$ cat src/rtl/axi_mon_pkg.sv
// Shared types and helpers for the AXI transaction monitor.
// Event fields are sized for the widest supported configuration; the top truncates them.
package axi_mon_pkg;

  localparam int MAX_MASTERS    = 8;
  localparam int MAX_ADDR_WIDTH = 64;
  localparam int MASTER_IDX_W   = 3;

  typedef struct packed {
    logic [MASTER_IDX_W-1:0]   master;
    logic                      write;
    logic [MAX_ADDR_WIDTH-1:0] addr;
  } evt_t;

  function automatic int clog2_min1(input int n);
    return (n <= 2) ? 1 : $clog2(n);
  endfunction

endpackage

$ cat src/rtl/axi_mon_fifo.sv
// Synchronous event FIFO with a registered head entry, so the pop-side outputs come
// straight from flops. A push into a full FIFO is accepted only when a pop happens in the same cycle.
module axi_mon_fifo
  import axi_mon_pkg::*;
#(
  parameter int DEPTH = 8
) (
  input  logic clk_i,
  input  logic rst_i,
  input  logic push_i,
  input  evt_t push_data_i,
  output logic full_o,
  output logic pop_valid_o,
  input  logic pop_ready_i,
  output evt_t pop_data_o
);

  localparam int PW = $clog2(DEPTH);

  evt_t          mem_q [DEPTH];
  evt_t          head_q;
  logic [PW-1:0] wptr_q, rptr_q, rptr_nxt;
  logic [PW:0]   cnt_q, cnt_d;
  logic          valid_q, pop, push_ok;

  assign full_o      = (cnt_q == (PW+1)'(DEPTH));
  assign pop         = valid_q & pop_ready_i;
  assign push_ok     = push_i & (~full_o | pop);
  assign rptr_nxt    = rptr_q + 1'b1;
  assign cnt_d       = cnt_q + (PW+1)'(push_ok) - (PW+1)'(pop);
  assign pop_valid_o = valid_q;
  assign pop_data_o  = head_q;

  always_ff @(posedge clk_i) begin
    if (rst_i) begin
      for (int k = 0; k < DEPTH; k++) mem_q[k] <= '0;
      head_q  <= '0;
      wptr_q  <= '0;
      rptr_q  <= '0;
      cnt_q   <= '0;
      valid_q <= 1'b0;
    end else begin
      if (push_ok) begin
        mem_q[wptr_q] <= push_data_i;
        wptr_q        <= wptr_q + 1'b1;
      end
      if (pop) rptr_q <= rptr_nxt;
      cnt_q   <= cnt_d;
      valid_q <= (cnt_d != '0);
      // A push that lands in an otherwise-empty FIFO becomes the head directly.
      if (push_ok && cnt_q == (PW+1)'(pop)) head_q <= push_data_i;
      else if (pop)                         head_q <= mem_q[rptr_nxt];
    end
  end

endmodule

$ cat src/rtl/axi_txn_monitor.sv
// Passive AXI4 monitor: per-master outstanding counters, stall watchdog and an address event stream.
// Optional protocol checker enabled by defining AXI_MON_PROTOCOL_CHECK_EN.
module axi_txn_monitor
  import axi_mon_pkg::*;
#(
  parameter int NUM_MASTERS    = 2,
  parameter int ADDR_WIDTH     = 32,
  parameter int OUTST_WIDTH    = 4,
  parameter int FIFO_DEPTH     = 8,
  parameter int TIMEOUT_CYCLES = 1024,
  localparam int MW            = clog2_min1(NUM_MASTERS)
) (
  input  logic                              clk_i,
  input  logic                              rst_i,
  input  logic [NUM_MASTERS-1:0]            ar_valid_i,
  input  logic [NUM_MASTERS-1:0]            ar_ready_i,
  input  logic [NUM_MASTERS*ADDR_WIDTH-1:0] ar_addr_i,
  input  logic [NUM_MASTERS-1:0]            r_valid_i,
  input  logic [NUM_MASTERS-1:0]            r_ready_i,
  input  logic [NUM_MASTERS-1:0]            r_last_i,
  input  logic [NUM_MASTERS-1:0]            aw_valid_i,
  input  logic [NUM_MASTERS-1:0]            aw_ready_i,
  input  logic [NUM_MASTERS*ADDR_WIDTH-1:0] aw_addr_i,
  input  logic [NUM_MASTERS-1:0]            b_valid_i,
  input  logic [NUM_MASTERS-1:0]            b_ready_i,
  output logic [NUM_MASTERS*OUTST_WIDTH-1:0] rd_outst_o,
  output logic [NUM_MASTERS*OUTST_WIDTH-1:0] wr_outst_o,
  output logic [NUM_MASTERS-1:0]            timeout_o,
  output logic [NUM_MASTERS-1:0]            proto_err_o,
  output logic                              evt_valid_o,
  input  logic                              evt_ready_i,
  output logic [MW-1:0]                     evt_master_o,
  output logic                              evt_write_o,
  output logic [ADDR_WIDTH-1:0]             evt_addr_o,
  output logic [15:0]                       drop_cnt_o
);

  localparam int TW = $clog2(TIMEOUT_CYCLES + 1);

  logic [NUM_MASTERS-1:0][OUTST_WIDTH-1:0] rd_outst, wr_outst;
  logic [2*NUM_MASTERS-1:0]                cand;

  assign rd_outst_o = rd_outst;
  assign wr_outst_o = wr_outst;

  for (genvar i = 0; i < NUM_MASTERS; i++) begin : g_m
    logic                   ar_hs, aw_hs, r_hs, rl_hs, b_hs, busy;
    logic                   rd_uf, wr_uf, to_q, to_d;
    logic [OUTST_WIDTH-1:0] rd_q, rd_d, wr_q, wr_d;
    logic [TW-1:0]          wd_q, wd_d;

    assign ar_hs = ar_valid_i[i] & ar_ready_i[i];
    assign aw_hs = aw_valid_i[i] & aw_ready_i[i];
    assign r_hs  = r_valid_i[i] & r_ready_i[i];
    assign rl_hs = r_hs & r_last_i[i];
    assign b_hs  = b_valid_i[i] & b_ready_i[i];
    assign busy  = (rd_q != '0) || (wr_q != '0);

    assign cand[2*i]   = ar_hs;
    assign cand[2*i+1] = aw_hs;
    assign rd_outst[i]  = rd_q;
    assign wr_outst[i]  = wr_q;
    assign timeout_o[i] = to_q;

    always_comb begin
      rd_d  = rd_q;
      wr_d  = wr_q;
      rd_uf = 1'b0;
      wr_uf = 1'b0;
      if (ar_hs && !rl_hs) begin
        if (rd_q != '1) rd_d = rd_q + 1'b1;
      end else if (rl_hs && !ar_hs) begin
        if (rd_q == '0) rd_uf = 1'b1;
        else            rd_d  = rd_q - 1'b1;
      end
      if (aw_hs && !b_hs) begin
        if (wr_q != '1) wr_d = wr_q + 1'b1;
      end else if (b_hs && !aw_hs) begin
        if (wr_q == '0) wr_uf = 1'b1;
        else            wr_d  = wr_q - 1'b1;
      end
      // Any response beat counts as forward progress for the watchdog.
      wd_d = '0;
      if (busy && !(r_hs || b_hs))
        wd_d = (wd_q == TW'(TIMEOUT_CYCLES)) ? wd_q : wd_q + 1'b1;
      to_d = to_q | (wd_d == TW'(TIMEOUT_CYCLES));
    end

    always_ff @(posedge clk_i) begin
      if (rst_i) begin
        rd_q <= '0;
        wr_q <= '0;
        wd_q <= '0;
        to_q <= 1'b0;
      end else begin
        rd_q <= rd_d;
        wr_q <= wr_d;
        wd_q <= wd_d;
        to_q <= to_d;
      end
    end

`ifdef AXI_MON_PROTOCOL_CHECK_EN
    logic                  arv_q, arr_q, awv_q, awr_q, perr_q, ar_viol, aw_viol;
    logic [ADDR_WIDTH-1:0] ara_q, awa_q;

    // Last cycle held valid without ready: valid must stay up and the address must not move.
    assign ar_viol = arv_q & ~arr_q &
                     (~ar_valid_i[i] | (ar_addr_i[i*ADDR_WIDTH +: ADDR_WIDTH] != ara_q));
    assign aw_viol = awv_q & ~awr_q &
                     (~aw_valid_i[i] | (aw_addr_i[i*ADDR_WIDTH +: ADDR_WIDTH] != awa_q));
    assign proto_err_o[i] = perr_q;

    always_ff @(posedge clk_i) begin
      if (rst_i) begin
        arv_q  <= 1'b0;
        arr_q  <= 1'b0;
        awv_q  <= 1'b0;
        awr_q  <= 1'b0;
        ara_q  <= '0;
        awa_q  <= '0;
        perr_q <= 1'b0;
      end else begin
        arv_q  <= ar_valid_i[i];
        arr_q  <= ar_ready_i[i];
        awv_q  <= aw_valid_i[i];
        awr_q  <= aw_ready_i[i];
        ara_q  <= ar_addr_i[i*ADDR_WIDTH +: ADDR_WIDTH];
        awa_q  <= aw_addr_i[i*ADDR_WIDTH +: ADDR_WIDTH];
        perr_q <= perr_q | ar_viol | aw_viol | rd_uf | wr_uf;
      end
    end
`else
    logic uf_unused;
    assign uf_unused      = rd_uf | wr_uf;
    assign proto_err_o[i] = 1'b0;
`endif
  end

  // Event arbitration: lowest candidate index wins (m0 AR, m0 AW, m1 AR, ...).
  evt_t        ev, head;
  logic        any, full, pop, accept, evt_unused;
  logic [4:0]  ncand, ndrop;
  logic [16:0] dsum;
  logic [15:0] drop_q;

  always_comb begin
    ev    = '0;
    any   = 1'b0;
    ncand = '0;
    for (int k = 2*NUM_MASTERS-1; k >= 0; k--) begin
      ncand = ncand + 5'(cand[k]);
      if (cand[k]) begin
        any       = 1'b1;
        ev.master = MASTER_IDX_W'(k >> 1);
        ev.write  = (k % 2 == 1);
        ev.addr   = (k % 2 == 1) ? MAX_ADDR_WIDTH'(aw_addr_i[(k>>1)*ADDR_WIDTH +: ADDR_WIDTH])
                                 : MAX_ADDR_WIDTH'(ar_addr_i[(k>>1)*ADDR_WIDTH +: ADDR_WIDTH]);
      end
    end
  end

  assign pop    = evt_valid_o & evt_ready_i;
  assign accept = any & (~full | pop);
  assign ndrop  = ncand - 5'(accept);
  assign dsum   = {1'b0, drop_q} + 17'(ndrop);

  always_ff @(posedge clk_i) begin
    if (rst_i) drop_q <= '0;
    else       drop_q <= dsum[16] ? 16'hFFFF : dsum[15:0];
  end

  axi_mon_fifo #(.DEPTH(FIFO_DEPTH)) u_fifo (
    .clk_i       (clk_i),
    .rst_i       (rst_i),
    .push_i      (any),
    .push_data_i (ev),
    .full_o      (full),
    .pop_valid_o (evt_valid_o),
    .pop_ready_i (evt_ready_i),
    .pop_data_o  (head)
  );

  assign evt_master_o = head.master[MW-1:0];
  assign evt_write_o  = head.write;
  assign evt_addr_o   = head.addr[ADDR_WIDTH-1:0];
  assign evt_unused   = ^head;
  assign drop_cnt_o   = drop_q;

endmodule

$ cat config.mk
export PLATFORM = sky130hd
export DESIGN_NAME = axi_txn_monitor
export DESIGN_NICKNAME = d
export VERILOG_FILES = /design/src/rtl/axi_mon_pkg.sv /design/src/rtl/axi_mon_fifo.sv /design/src/rtl/axi_txn_monitor.sv
export SDC_FILE = /design/constraint.sdc
export NUM_CORES = 1
export LEC_CHECK = 0
export BUFFER_PORTS_ARGS = -buffer_cell sky130_fd_sc_hd__buf_4
export CAP_MARGIN = 20
export CORE_MARGIN = 3
export CORE_UTILIZATION = 30
export CTS_CLUSTER_SIZE = 30
export DETAILED_ROUTE_END_ITERATION = 12
export PLACE_DENSITY = 0.47
export SKIP_LAST_GASP = 1
export SYNTH_ARGS = -nofsm -noshare
export SYNTH_HDL_FRONTEND = slang
export SYNTH_HIERARCHICAL = 1
export SYNTH_SLANG_ARGS = --single-unit
$ cat constraint.sdc
create_clock -name clk_i -period 5.15 [get_ports clk_i]
set_input_delay 0 -clock clk_i [delete_from_list [all_inputs] [get_ports clk_i]]
set_output_delay 0 -clock clk_i [all_outputs]
set_load 0.005 [all_outputs]
== Word-level counts from Yosys, hierarchy flattened ==
Memories as Yosys holds them, arrays and structs flattened.
Cells that the tools add are included.
Storage, ports and cells
  register bits: 101
  bits in latches: 0
  memory bits (writable): 544
  bits in read-only memories: 0
  word-level logic and storage cells: 153
  memories: 1
Memory list
  u_fifo.mem_q: words 8, bits a word 68, rd ports 1, clocked after memory_dff 0, write ports 8, RTL line axi_mon_fifo.sv:20  | evt_t mem_q [DEPTH];
Cells by class
  add/sub/neg operators: 19
  multipliers: 0
  div/mod/pow operators: 0
  magnitude comparators: 0
  equality and inequality tests: 18
  shifts and indexed selects: 0
  mux-type cells: 39
  bitwise gates (word level): 16
  reductions and logical operators: 44
Operator list (number)
  $mux W68: 4
  $mux W66: 3
  $reduce_or A68 Y1: 1
  $mux W4: 16
  $eq A11 B11 Y1 const B: 4
  $mux W11: 4
  $add A11 B1 Y11 const B: 2
  $reduce_bool A4 Y1: 5
  $add A16 B5 Y17: 1
  $add A4 B1 Y4 const B: 4
  $logic_not A4 Y1: 4
  $mux W16: 1
  $ne A4 B4 Y1 const B: 4
  $sub A4 B1 Y4 const B: 4
  $and A1 B1 Y1: 12
  $reduce_and A3 Y1: 4
  $logic_and A1 B1 Y1: 11
  $logic_not A1 Y1: 10
  $mux W1: 10
  $reduce_bool A2 Y1: 5
  $ne A2 B1 Y1 const B: 4
  $ne A2 B2 Y1 const B: 4
  $add A3 B1 Y3 const B: 2
  $sub A4 B1 Y5: 1
  11 further kinds: 16

== Depth between registers and ports, before layout ==
  depth in word-level cells: 11
  mapped depth: 20
  gate-level depth less buffers: 19

== Cells and area by module ==
Netlist, hierarchy kept.
By module, submodules not included
  axi_mon_fifo: instances 1, cells each 2199, area an instance 29776.1 um2
  axi_txn_monitor: instances 1, cells each 566, area an instance 4431.8 um2

== Worst setup path before layout ==
No wires, ideal clock.
  kind: input to register
  from: input port ar_valid_i[1]
  to: register drop_q[13], in the netlist drop_cnt_o[13]
  arrival time: 4.342 ns
  path slack: 0.686 ns
  stages on the path: 18
  buffers on the path: 0
  cell sequence: nand2_1 > clkinv_1 > or4_1 > a21boi_0 > ha_1 > fa_1 > inv_1 > ha_1 > fa_1 > inv_1 > ha_1 > inv_1 > ha_1 > a21o_1 > a21oi_1 > o21ai_1 > a31o_2 > o311a_1
On the way
  word-level cells in the longest chain between the ends: 8
Ends and longest elaborated chain
  from (decl): RTL line axi_txn_monitor.sv:15  | input logic [NUM_MASTERS-1:0] ar_valid_i,
  $and A1 B1 Y1: RTL line axi_txn_monitor.sv:52  | assign ar_hs = ar_valid_i[i] & ar_ready_i[i];
  $mux W1 (3 in series): RTL line axi_txn_monitor.sv:153  | if (cand[k]) begin
  named net any: RTL line axi_txn_monitor.sv:142  | logic any, full, pop, accept, evt_unused;
  $and A1 B1 Y1: RTL line axi_txn_monitor.sv:164  | assign accept = any & (~full | pop);
  $sub A4 B1 Y5: RTL line axi_txn_monitor.sv:165  | assign ndrop = ncand - 5'(accept);
  $add A16 B5 Y17: RTL line axi_txn_monitor.sv:166  | assign dsum = {1'b0, drop_q} + 17'(ndrop);
  $mux W16: RTL line axi_txn_monitor.sv:170  | else drop_q <= dsum[16] ? 16'hFFFF : dsum[15:0];
  to (signal assigned): RTL line axi_txn_monitor.sv:170
  to (decl): RTL line axi_txn_monitor.sv:145  | logic [15:0] drop_q;
The timed path passes the listed nets, and every way through them passes these cells.
A chain may end at the register's enable or synchronous reset.

== Worst setup path in the final report ==
  from: register u_fifo.cnt_q[2]
  to: register drop_q[13], in the netlist drop_cnt_o[13]
On the way
  word-level cells in the longest chain between the ends: 7
Ends and longest elaborated chain
  from (decl): RTL line axi_mon_fifo.sv:23  | logic [PW:0] cnt_q, cnt_d;
  from (signal assigned): RTL line axi_mon_fifo.sv:48  | cnt_q <= cnt_d;
  $eq A4 B4 Y1: RTL line axi_mon_fifo.sv:26  | assign full_o = (cnt_q == (PW+1)'(DEPTH));
  named net full: RTL line axi_txn_monitor.sv:142
  $not A1 Y1: RTL line axi_txn_monitor.sv:164
  $or A1 B1 Y1: RTL line axi_txn_monitor.sv:164
  $and A1 B1 Y1: RTL line axi_txn_monitor.sv:164
  $sub A4 B1 Y5: RTL line axi_txn_monitor.sv:165
  $add A16 B5 Y17: RTL line axi_txn_monitor.sv:166
  $mux W16: RTL line axi_txn_monitor.sv:170
The timed path passes the listed nets, and every way through them passes these cells.

==> results.md <==
| Item | Reported |
|---|---|
| Run status | complete, no violations |
| Average wire per cell in the routed design | 21.28 µm |
| CTS sink count | 373 |
| Total of buffers placed on input and output ports | 217 |
| Top Metal Used | met4 |
| TritonCTS clock tree | done |
| Clock latency of the later-clocked register in the worst-skew pair | 570 ps |
| Data required time of the critical path | 5610 ps |
| GRT overflow | 0 |
| Total via count in the routed design | 14,180 |
| Maximum number of pins on one net before global-route repair | 71 |
| Number of rows in the core area | 94 |
| Post-Synthesis Cells | 1,769 |
| Final Slew Violations | 0 |
| Power per cell area | 423.5 mW/mm² |
| Share of post-route cells with drive strength above 1 | 0.2369 |
| DIE AREA | 0.06988 mm² |
| Multi-input gate area | 0.008901 mm² |
| Number of endpoints failing setup at the final stage | 0 |
| Metal1 wirelength | 27.41 mm |
| Number of cells on the worst hold path | 5 |
| Total DRC errors in the routed layout | 0 |
| Worst setup EP type | flop |
| Area grow syn2layout | 19.29% |
| Setup Crit Path Kind | flop to flop |
| Hold EP | u_fifo/mem_q[7][29] |
| FF-to-FF End | drop_cnt_o[13] |
| R2R setup slack | 400 ps |
| Nets | 2,100 |
| Flip-flop and latch area | 0.01019 mm² |
| Setup repair after global routing missed its margin | no |
| Leakage Power | 9.163 nW |
| Die height | 264.3 µm |
| Worst slew margin | 0.2254 |
| Routability congestion estimate | 0.7618 |
| Nature of the critical path startpoint | flop |
| Die width | 264.3 µm |
| Number of warnings reported in the yosys synthesis log | 6 |
| Overall global routing resource usage | 0.1699 |
| Length in cells of the worst reg-to-reg path | 19 |
| Vias per cell | 5.045 |
| Wire length of the first global-routing pass | 91.00 mm |
| Measured slew at the worst slew-check pin | 1162 ps |
| Number of placed I/O pins | 220 |
| Deepest clock path buffer count | 3 |
| Drt total wl | 59.79 mm |
| Shortest period the worst path allows | 4754 ps |
| Setup skew after layout | 19.12 ps |
| Launch instance of the worst register-to-register path | u_fifo/cnt_q[2] |
| CTS root buffer | clkbuf_16 |
| Hold violation total from the final report | 0 |
| Final HPWL from detailed placement | 36.67 mm |
| Vias in the first global route | 14,790 |
| Number of detailed-routing iterations run before antenna repair | 5 |
| IR drop worst, VDD | 0.0002737 V |
| Number of clock buffers inserted by TritonCTS | 45 |
| Count of filler cells inserted in the layout | 6,436 |
| Maximum frequency from static timing analysis | 210.3 MHz |
| Number of H-tree levels | 2 |
| WL met3 | 3.538 mm |
| Final antenna-violating net count | 0 |
| Buffers inserted during post-CTS setup optimization | 0 |
| Mean Syn Cell Area | 11.32 µm² |
| Mapped Area | 0.02002 mm² |
| Number of design-rule violations left by the first detailed-router iteration | 926 |
| Post-layout power | 10.11 mW |
| Initial antenna violation count | 1 |
| Maximum net fanout on the critical path | 8 |
| Part of the cycle the worst path needs | 0.9231 |
| Worst hold start | ar_addr_i[29] |
| MaxCap Viol Count | 0 |
| Critical path arrival | 5210 ps |
| Clock-pin slew reported for the worst setup and hold paths after clock tree synthesis | 60 ps |
| Routed wire length on met2 | 27.55 mm |
| Initial cell density of the core | 0.3034 |
| Core Footprint | 0.06598 mm² |
| Worst min-delay path category | input port to flop |
| Setup Total Neg Slack | 0 ps |
| Number of antenna diodes | 0 |
## layout by cell type, fill, tap and decap left out, types with 37 or more instances in the layout
| master | instances |
|---|---|
| buf_4 | 262 |
| a21oi_1 | 65 |
| nor2_1 | 57 |
| edfxtp_1 | 272 |
| mux2i_1 | 53 |
| nand2_1 | 76 |
| nor3_1 | 42 |
| mux2_2 | 50 |
| o21ai_0 | 75 |
| and2_1 | 275 |
| dfxtp_1 | 100 |
| mux4_2 | 38 |
| clkbuf_16 | 47 |
| nor3b_1 | 37 |
## worst max-delay path by stage
stage / from / to / slack (ps) / cells past startpoint
4_1_cts: u_fifo/cnt_q[2] / drop_cnt_o[8] / 240 / 19
2_1_floorplan: ar_valid_i[1] / drop_cnt_o[13] / 690 / 18
6_report: u_fifo/cnt_q[2] / drop_cnt_o[13] / 400 / 19
5_1_grt: u_fifo/cnt_q[2] / drop_cnt_o[8] / 50 / 19
3_3_place_gp: u_fifo/cnt_q[2] / drop_cnt_o[0] / 360 / 19
3_5_place_dp: u_fifo/cnt_q[2] / drop_cnt_o[1] / 260 / 19
## stage by stage
stage / instances / area, µm² / worst slack, ps / hold WS (ps) / util
after global routing: 2810 / 23880 / 53.60 / 36.95 / 0.3620
after detailed placement: 2706 / 22280 / 259.9 / 400.5 / 0.3377
after global placement: 2705 / 22270 / 364.3 / 389.8 / 0.3376
final: 2810 / 23880 / 396.0 / 24.99 / 0.3620
after floorplan: 1770 / 20030 / 686.5 / 225.9 / -
after CTS: 2801 / 23800 / 235.6 / 6.234 / 0.3607
## layer usage
metal  GRT usage  vias up
li1            -     6718
met1      0.2240     6961
met2      0.2843      423
met3     0.03592       75
met4     0.04615        0
met5           0        -
## area by class of cell
type / instances / share of cell area
Inverter: 33 / 0.005186
Timing Repair Buffer: 284 / 0.09157
Sequential cell: 373 / 0.4268
Clock inverter: 28 / 0.006758
Tap cell: 864 / 0.04526
Clock buffer: 55 / 0.05176
Multi-Input combinational cell: 1173 / 0.3727
## worst max-delay path, cell delays in order (launching register included)
cell	delay [ps]
dfxtp_1	300
inv_1	90
ha_1	180
or3b_4	440
inv_1	70
a21boi_0	80
ha_1	320
fa_1	540
inv_1	50
ha_1	220
fa_1	420
inv_1	60
ha_1	220
inv_1	60
ha_1	260
a21o_1	200
a21oi_1	280
o21ai_1	260
a31o_2	300
o311a_1	290
## what timing repair did
action,in CTS,in global routing
hold endpoints to repair,36,0
hold buffers,12,0
endpoints found under the setup margin,0,11
gates resized for setup,0,1
## power by group
part | internal, mW | leakage, nW | switching [mW]
Combinational | 1.36 | 4.84 | 1.80
Sequential | 3.63 | 3.65 | 0.300
Clock | 1.75 | 0.679 | 1.28
## sequential cells by signal (all words and copies together), names as in the netlist
name                flops
u_fifo/pop_valid_o      1
g_m.wr_q                8
g_m.wd_q               22
g_m.rd_q                8
g_m.to_q                2
u_fifo/pop_data_o      34
u_fifo/mem_q          272
u_fifo/wptr_q           3
u_fifo/rptr_q           3
drop_cnt_o             16
u_fifo/cnt_q            4
(Power assumes the default switching activity.)
